File: src/rtl/axi_lite_arbiter_pkg.sv
// Shared codes for the IFU/LSU AXI4-Lite arbiter: grant encodings, FSM states, AXI resp values.
package axi_lite_arbiter_pkg;
    localparam int NUM_ARB_MASTERS = 2;

    localparam logic [1:0] GRANT_NONE = 2'b00;
    localparam logic [1:0] GRANT_IFU  = 2'b01;
    localparam logic [1:0] GRANT_LSU  = 2'b10;

    localparam logic [1:0] RESP_OKAY   = 2'd0;
    localparam logic [1:0] RESP_EXOKAY = 2'd1;
    localparam logic [1:0] RESP_SLVERR = 2'd2;
    localparam logic [1:0] RESP_DECERR = 2'd3;

    typedef enum logic [1:0] {
        ST_IDLE  = 2'd0,
        ST_RD_IF = 2'd1,
        ST_RD_LS = 2'd2,
        ST_WR_LS = 2'd3
    } arb_state_t;
endpackage

File: src/rtl/axi_lite_arbiter_arb_picker.sv
// Winner selection for the IDLE state. ARB_ROUND_ROBIN_EN swaps fixed LSU priority for
// alternation on simultaneous requests (i_last: 0 = IFU, 1 = LSU granted most recently).
module arb_picker
    import axi_lite_arbiter_pkg::*;
(
    input  logic       i_req0,
    input  logic       i_req1,
    input  logic       i_m1_arvalid,
`ifdef ARB_ROUND_ROBIN_EN
    input  logic       i_last,
`endif
    output arb_state_t o_next
);
    logic w_lsu_wins;

`ifdef ARB_ROUND_ROBIN_EN
    assign w_lsu_wins = i_req1 & (~i_req0 | ~i_last);
`else
    assign w_lsu_wins = i_req1;
`endif

    // An LSU with both AR and AW pending is served read-first
    always_comb begin
        o_next = ST_IDLE;
        if (w_lsu_wins)
            o_next = i_m1_arvalid ? ST_RD_LS : ST_WR_LS;
        else if (i_req0)
            o_next = ST_RD_IF;
    end
endmodule

File: src/rtl/axi_lite_arbiter.sv
// Two-master (IFU read-only, LSU read/write) to one-slave AXI4-Lite arbiter, one transaction
// at a time. Optional macro ARB_ROUND_ROBIN_EN selects alternating priority.
module axi_lite_arbiter
    import axi_lite_arbiter_pkg::*;
#(
    parameter int ADDR_W = 32,
    parameter int DATA_W = 32
) (
    input  logic                clk,
    input  logic                resetn,
    input  logic [ADDR_W-1:0]   m0_araddr,
    input  logic                m0_arvalid,
    output logic                m0_arready,
    output logic [DATA_W-1:0]   m0_rdata,
    output logic [1:0]          m0_rresp,
    output logic                m0_rvalid,
    input  logic                m0_rready,
    input  logic [ADDR_W-1:0]   m1_araddr,
    input  logic                m1_arvalid,
    output logic                m1_arready,
    output logic [DATA_W-1:0]   m1_rdata,
    output logic [1:0]          m1_rresp,
    output logic                m1_rvalid,
    input  logic                m1_rready,
    input  logic [ADDR_W-1:0]   m1_awaddr,
    input  logic                m1_awvalid,
    output logic                m1_awready,
    input  logic [DATA_W-1:0]   m1_wdata,
    input  logic [DATA_W/8-1:0] m1_wstrb,
    input  logic                m1_wvalid,
    output logic                m1_wready,
    output logic [1:0]          m1_bresp,
    output logic                m1_bvalid,
    input  logic                m1_bready,
    output logic [ADDR_W-1:0]   s_araddr,
    output logic                s_arvalid,
    input  logic                s_arready,
    input  logic [DATA_W-1:0]   s_rdata,
    input  logic [1:0]          s_rresp,
    input  logic                s_rvalid,
    output logic                s_rready,
    output logic [ADDR_W-1:0]   s_awaddr,
    output logic                s_awvalid,
    input  logic                s_awready,
    output logic [DATA_W-1:0]   s_wdata,
    output logic [DATA_W/8-1:0] s_wstrb,
    output logic                s_wvalid,
    input  logic                s_wready,
    input  logic [1:0]          s_bresp,
    input  logic                s_bvalid,
    output logic                s_bready,
    output logic [1:0]          grant,
    output logic                busy
);
    arb_state_t r_state;
    arb_state_t w_next;
    logic [1:0] r_grant;
    logic       r_ar_done, r_aw_done, r_w_done;
    logic       w_wr_both;
`ifdef ARB_ROUND_ROBIN_EN
    logic       r_last;
`endif

    arb_picker u_picker (
        .i_req0       (m0_arvalid),
        .i_req1       (m1_arvalid | m1_awvalid),
        .i_m1_arvalid (m1_arvalid),
`ifdef ARB_ROUND_ROBIN_EN
        .i_last       (r_last),
`endif
        .o_next       (w_next)
    );

    assign grant     = r_grant;
    assign busy      = (r_state != ST_IDLE);
    assign w_wr_both = r_aw_done & r_w_done;

    always_ff @(posedge clk) begin
        if (!resetn) begin
            r_state   <= ST_IDLE;
            r_grant   <= GRANT_NONE;
            r_ar_done <= 1'b0;
            r_aw_done <= 1'b0;
            r_w_done  <= 1'b0;
`ifdef ARB_ROUND_ROBIN_EN
            r_last    <= 1'b0;
`endif
        end else begin
            case (r_state)
                ST_IDLE: begin
                    r_ar_done <= 1'b0;
                    r_aw_done <= 1'b0;
                    r_w_done  <= 1'b0;
                    r_state   <= w_next;
                    case (w_next)
                        ST_RD_IF:           r_grant <= GRANT_IFU;
                        ST_RD_LS, ST_WR_LS: r_grant <= GRANT_LSU;
                        default:            r_grant <= GRANT_NONE;
                    endcase
`ifdef ARB_ROUND_ROBIN_EN
                    if (w_next != ST_IDLE)
                        r_last <= (w_next != ST_RD_IF);
`endif
                end
                ST_RD_IF, ST_RD_LS: begin
                    if (s_arvalid && s_arready)
                        r_ar_done <= 1'b1;
                    if (s_rvalid && s_rready) begin
                        r_state   <= ST_IDLE;
                        r_grant   <= GRANT_NONE;
                        r_ar_done <= 1'b0;
                    end
                end
                default: begin
                    if (s_awvalid && s_awready)
                        r_aw_done <= 1'b1;
                    if (s_wvalid && s_wready)
                        r_w_done  <= 1'b1;
                    if (s_bvalid && s_bready) begin
                        r_state   <= ST_IDLE;
                        r_grant   <= GRANT_NONE;
                        r_aw_done <= 1'b0;
                        r_w_done  <= 1'b0;
                    end
                end
            endcase
        end
    end

    // Channel routing; everything not owned by the current state stays at zero
    always_comb begin
        s_araddr   = '0;
        s_arvalid  = 1'b0;
        s_rready   = 1'b0;
        s_awaddr   = '0;
        s_awvalid  = 1'b0;
        s_wdata    = '0;
        s_wstrb    = '0;
        s_wvalid   = 1'b0;
        s_bready   = 1'b0;
        m0_arready = 1'b0;
        m0_rdata   = '0;
        m0_rresp   = 2'b00;
        m0_rvalid  = 1'b0;
        m1_arready = 1'b0;
        m1_rdata   = '0;
        m1_rresp   = 2'b00;
        m1_rvalid  = 1'b0;
        m1_awready = 1'b0;
        m1_wready  = 1'b0;
        m1_bresp   = 2'b00;
        m1_bvalid  = 1'b0;
        case (r_state)
            ST_RD_IF: begin
                s_araddr   = m0_araddr;
                s_arvalid  = m0_arvalid & ~r_ar_done;
                m0_arready = s_arready & ~r_ar_done;
                m0_rdata   = s_rdata;
                m0_rresp   = s_rresp;
                m0_rvalid  = s_rvalid;
                s_rready   = m0_rready;
            end
            ST_RD_LS: begin
                s_araddr   = m1_araddr;
                s_arvalid  = m1_arvalid & ~r_ar_done;
                m1_arready = s_arready & ~r_ar_done;
                m1_rdata   = s_rdata;
                m1_rresp   = s_rresp;
                m1_rvalid  = s_rvalid;
                s_rready   = m1_rready;
            end
            ST_WR_LS: begin
                s_awaddr   = m1_awaddr;
                s_awvalid  = m1_awvalid & ~r_aw_done;
                m1_awready = s_awready & ~r_aw_done;
                s_wdata    = m1_wdata;
                s_wstrb    = m1_wstrb;
                s_wvalid   = m1_wvalid & ~r_w_done;
                m1_wready  = s_wready & ~r_w_done;
                m1_bresp   = s_bresp;
                m1_bvalid  = s_bvalid & w_wr_both;
                s_bready   = m1_bready & w_wr_both;
            end
            default: ;
        endcase
    end
endmodule
File: config.mk
export PLATFORM = sky130hd
export DESIGN_NAME = axi_lite_arbiter
export DESIGN_NICKNAME = d
export VERILOG_FILES = /design/src/rtl/axi_lite_arbiter_pkg.sv /design/src/rtl/axi_lite_arbiter_arb_picker.sv /design/src/rtl/axi_lite_arbiter.sv
export SDC_FILE = /design/constraint.sdc
export NUM_CORES = 1
export LEC_CHECK = 0
export CAP_MARGIN = 15
export CORE_AREA = 2 2 144 146
export CTS_CLUSTER_DIAMETER = 60
export DETAILED_ROUTE_END_ITERATION = 8
export DIE_AREA = 0 0 146 148
export DONT_BUFFER_PORTS = 1
export PLACE_DENSITY = 0.3
export RECOVER_POWER = 25
export SYNTH_ARGS = -nofsm -noshare
export SYNTH_HDL_FRONTEND = slang
export SYNTH_SLANG_ARGS = --single-unit
File: constraint.sdc
create_clock -name clk -period 3.4 [get_ports clk]
set_input_delay 0.34 -clock clk [delete_from_list [all_inputs] [get_ports clk]]
set_output_delay 0.34 -clock clk [all_outputs]
set_load 0.05 [all_outputs]
# After elaboration in Yosys (flattened, before gate mapping)
# Index checks and enable logic that the tools add are counted.
word_totals:
  input_bits: 182
  output_inout_bits: 185
  elab_cells: 83
  ff_bits: 7
classes:
  n_eq_ne: 8
  reduce_logical: 17
  mux: 38
  bitwise: 15
ops:
  columns: ["cell", "count"]
  rows:
  - ["two-way mux 32 bit", 4]
  - ["case mux 32 bit (2 select lines)", 1]
  - ["two-way mux 1 bit", 18]
  - ["two-way mux 2 bit", 6]
  - ["case mux 2 bit (2 select lines)", 3]
  - ["bitwise AND 1 bit", 10]
  - ["case mux 1 bit (2 select lines)", 5]
  - ["nonzero test 3 bit", 3]
  - ["equality test 2 bit, second input constant", 4]
  - ["AND reduction 2 bit", 4]
  - ["logical AND 1 bit", 5]
  - ["equality test 2 x 1 -> 1 bit, second input constant", 2]
  - ["two-way mux 4 bit", 1]
  - ["inverter 1 bit", 4]
  - ["nonzero test 2 bit", 2]
  - ["OR reduction 2 bit", 2]
  - ["!= test 3 bit, second input constant", 1]
  - ["logical NOT 2 bit", 1]
  - ["!= test 2 bit, second input constant", 1]
  - ["bitwise OR 1 bit", 1]

# Logic depth before layout (Yosys ltp)
depth:
  word_depth: 7
  mapped_depth: 7
  mapped_depth_nobuf: 6

# Cells and area by module
# A second synthesis with hierarchy kept.
hier_totals:
  cells_unflattened: 292
  area_unflattened_um2: 1883.1
modules_own_cells:
  columns: ["mod", "seq_area_each_um2", "area_per_inst_um2", "instances", "cells_per_inst"]
  rows:
  - ["axi_lite_arbiter", 140.1, 1861.8, 1, 289]
  - ["arb_picker", 0.0, 21.3, 1, 3]

# Least setup slack after synthesis
# OpenSTA, ideal clock, no wires.
synth_path:
  path_kind: "reg-to-output"
  from: "register r_state[1]"
  to: "output port s_araddr[10]"
  path_buffers: 1
  required_ns: 3.060
  setup_slack_ns: 1.289
  path_stages_with_launch: 6
  arrival_time_ns: 1.771
  cell_sequence: "dfxtp_1 -> inv_1 -> ha_1 -> inv_2 -> buf_1 -> nor2_1"
synth_between:
  elab_chain_cells: 2
  elab_cells_between_ends: 3
  classes_between: "2 x eq/ne; 1 x mux"
synth_rtl:
  columns: ["element", "line", "text"]
  rows:
  - ["start: declaration", "axi_lite_arbiter.sv:55", "arb_state_t r_state;"]
  - ["start signal: assignment", "axi_lite_arbiter.sv:94", "r_state <= w_next;"]
  - ["equality test 2 bit / equality test 2 x 1 -> 1 bit (equally long branches)", "axi_lite_arbiter.sv:153", "case (r_state)"]
  - ["case mux 32 bit (2 select lines) (*)", "axi_lite_arbiter.sv:153", null]
  - ["end: declaration", "axi_lite_arbiter.sv:35", "output logic [ADDR_W-1:0] s_araddr,"]
# Every way passes the cells marked *; elsewhere a longest branch is shown, timed or not.

# Worst setup path in the final report
layout_path:
  from: "register r_state[1]"
  to: "output port s_wdata[19]"
layout_between:
  elab_chain_cells: 2
layout_rtl:
  columns: ["element", "line", "text"]
  rows:
  - ["equality test 2 bit", "axi_lite_arbiter.sv:153", null]
  - ["two-way mux 32 bit", "axi_lite_arbiter.sv:153", null]
  - ["end: declaration", "axi_lite_arbiter.sv:45", "output logic [DATA_W-1:0] s_wdata,"]
# Every way passes these cells.

==> impl_metrics.tcl <==
set metrics [dict create \
    status "finished clean" \
    ys_types 30 \
    synth_edf_count 0 \
    worst_slack_ns 0.7450 \
    die_height_um 148 \
    hold_viol 0 \
    initial_core_util_pct 9.066 \
    worstPathRequired_ns 3.06 \
    die-width_um 146 \
    pwr-share-clk_pct 9.1 \
    n_fill_cell 2339 \
    pre_cts_ws_ns 1.077 \
    cp_max_fo 76 \
    drive_gt1_share_pct 16.39 \
    first_global_vias 1924 \
    worstSkewPairLatency_ns 0.23 \
    synth_nets 471 \
    numClockSinks 6 \
    numCtsBuffers 3 \
    startpoint "r_state[1]$_SDFFE_PN0P_" \
    fin_tns_setup_ns 0 \
    rr_startpoint "r_state[1]$_SDFFE_PN0P_" \
    cts_root_buf "clkbuf_16" \
    cts_tree "done" \
    ir_drop_mv 0.3343 \
    multi_input_comb_area_mm2 0.001539 \
    wirelength_um 8539 \
    nNetsFinal 487 \
    drc 0 \
    syn2layout_area_growth_pct 31.13 \
    post_drt_via_cell_ratio 3.729 \
    io-pin-count 367 \
    slew_violations 0 \
    ys_ff_latch 6 \
    seqPwrFrac_pct 4.5 \
    drt_iter0_markers 80 \
    htreeDepth 1 \
    ys_top_cells_by_count "142 x and2_1, 37 x nor2_1, 32 x a22oi_1, 17 x clkbuf_1, 8 x nand2_1" \
    synthCells 285 \
    grt_pass1_wl_um 10960 \
    p_sw_share_pct 73.71 \
    drt_first_pass_iters 4 \
    synth_area_leaders "and2_1 49%, a22oi_1 13%, nor2_1 7.6%, dfxtp_1 6.6%, clkbuf_1 3.5%" \
    finalCritPeriodShare_pct 78.09 \
    netlist_area_mm2 0.001817 \
    grt_antenna_before_repair 2 \
    gr-usage-all-layers_pct 6.416 \
    cap_viol_max_count 0 \
    synth_top_area_share_pct 48.90 \
    crit_end "s_wdata[19]" \
    async_flop_share_pct 0 \
    hp-start "resetn" \
    synth.most_common_cell "and2_1" \
    holdCritPathClass "in -> reg" \
    via_count 2129 \
    slew_headroom_pct 39.71 \
    r2r-end "grant[0]$_SDFFE_PN0P_" \
    cts_setup_buffers 0 \
    power_frac_comb_pct 86.4 \
    dpl.hpwl_um 7298 \
    clockBufferDepth 2 \
    ctsResizeCount 0 \
    yosys_warnings 0 \
    final_antenna_net_count 0 \
    worstSetupStartpointType "flip-flop" \
    p_switching_uw 1594 \
    critPathCaptureType "output pin" \
    wl_per_cell_um 14.95 \
    gp_congestion 0.7388 \
    grt_max_degree 77 \
    p_per_area_mw_per_mm2 908.1 \
    max_freq_mhz 376.7 \
    fin_skew_ns 0.0004095 \
    rsz0062_at_grt "false" \
    row_count 52 \
    arrival_ns 2.31 \
    ff2ff_setup_slack_ns 0.93 \
    finalSetupViolCount 0 \
    period_minus_slack_ns 2.655 \
    die-area_mm2 0.02161 \
    gr-total-overflow 0 \
    design.core.area_mm2 0.02004 \
    post_synth.cell_area_avg_um2 6.375 \
    yosys.area.top_type "and2_1" \
    fin_total_pwr_uw 2163 \
    portBuffers 0 \
    crit_type "reg -> out" \
    reg2reg_depth 7 \
    holdBufCountCts 0 \
    yosysSeqAreaShare_pct 6.612 \
    worst_pin_slew_ns 0.9044 \
    p_leak_uw 0.0008964 \
    path_clk_slew_ns 0.04 \
    synth_top_flop_cell "dfxtp_1" \
    regArea_um2 120.1 \
    intPower_uw 568.8 \
]
[power groups by stage]
stage,Clock (µW),Sequential (µW),Combinational (µW)
floorplan,0,100,1660
global placement,0,99.0,1890
detailed placement,0,98.6,1910
CTS,199,97.7,1910
global route,202,99.2,1960
finish,197,97.4,1870
[how the worst min path moves through the flow]
stage                     slack (ns)  cells past startpoint                      to
after floorplan                 0.46                      2  r_ar_done$_SDFFE_PN0P_
after global placement          0.47                      2  r_ar_done$_SDFFE_PN0P_
after detailed placement        0.48                      2  r_ar_done$_SDFFE_PN0P_
after CTS                       0.24                      2  r_ar_done$_SDFFE_PN0P_
after global routing            0.26                      2  r_ar_done$_SDFFE_PN0P_
final                           0.23                      2  r_ar_done$_SDFFE_PN0P_
[layout by cell type, fill, tap and decap left out, types with 2 or more instances in the layout]
master / instances
and2_1: 102
and2_0: 40
buf_4: 38
nor2_1: 37
a22oi_1: 32
nand2_1: 8
dfxtp_1: 6
and3b_1: 4
inv_1: 3
a31oi_1: 3
mux2i_1: 3
clkbuf_16: 3
diode_2: 2
nor2b_1: 2
o21ai_0: 2
ha_1: 2
ha_2: 2
[per-stage QoR]
| step | utilization [%] | instance area, µm² | hold slack [ns] | cells |
|---|---|---|---|---|
| after floorplan | - | 1817 | 0.4561 | 285 |
| after global placement | 11.58 | 2320 | 0.4696 | 566 |
| after detailed placement | 11.58 | 2320 | 0.4781 | 566 |
| after CTS | 11.95 | 2395 | 0.2356 | 569 |
| after global routing | 11.89 | 2382 | 0.2596 | 571 |
| final | 11.89 | 2382 | 0.2336 | 571 |
[critical path: stages, from the launching register on]
cell	delay [ns]
dfxtp_1	0.30
buf_4	0.22
ha_1	0.18
clkbuf_2	0.68
and2_0	0.69
[state kept, by name, summed over array words and instances, names as in the netlist]
name,cells
r_state,2
r_w_done,1
r_ar_done,1
grant,1
r_aw_done,1
[cell families (layout without fill, tap and decap cells)]
kind of cell    Yosys count  in the layout  share of synthesized area, %
compound gates           40             40                         17.01
simple gates            199            199                         63.22
mux                       4              4                         2.273
flops                     6              6                         6.612
fa+ha+maj                 4              4                         2.755
buf+inv                  32             46                         8.126
other cells               0              2                             0
[cell type report]
cell class | count | share of cell area (%)
Timing Repair Buffer | 39 | 12.18
Tap cell | 270 | 14.18
Inverter | 4 | 0.6303
Clock buffer | 3 | 3.151
Antenna cell | 2 | 0.2101
Multi-Input combinational cell | 247 | 64.60
Sequential cell | 6 | 5.042
[layer usage]
metal	up-vias	track usage, %	part of all wire, %
met3	19	0.9259	9.7
met4	0	3.932	4.9
met5	-	0	0
met2	202	11.46	51
li1	947	-	-
met1	961	7.221	35
Note: power is estimated with default switching activity, not from simulation.
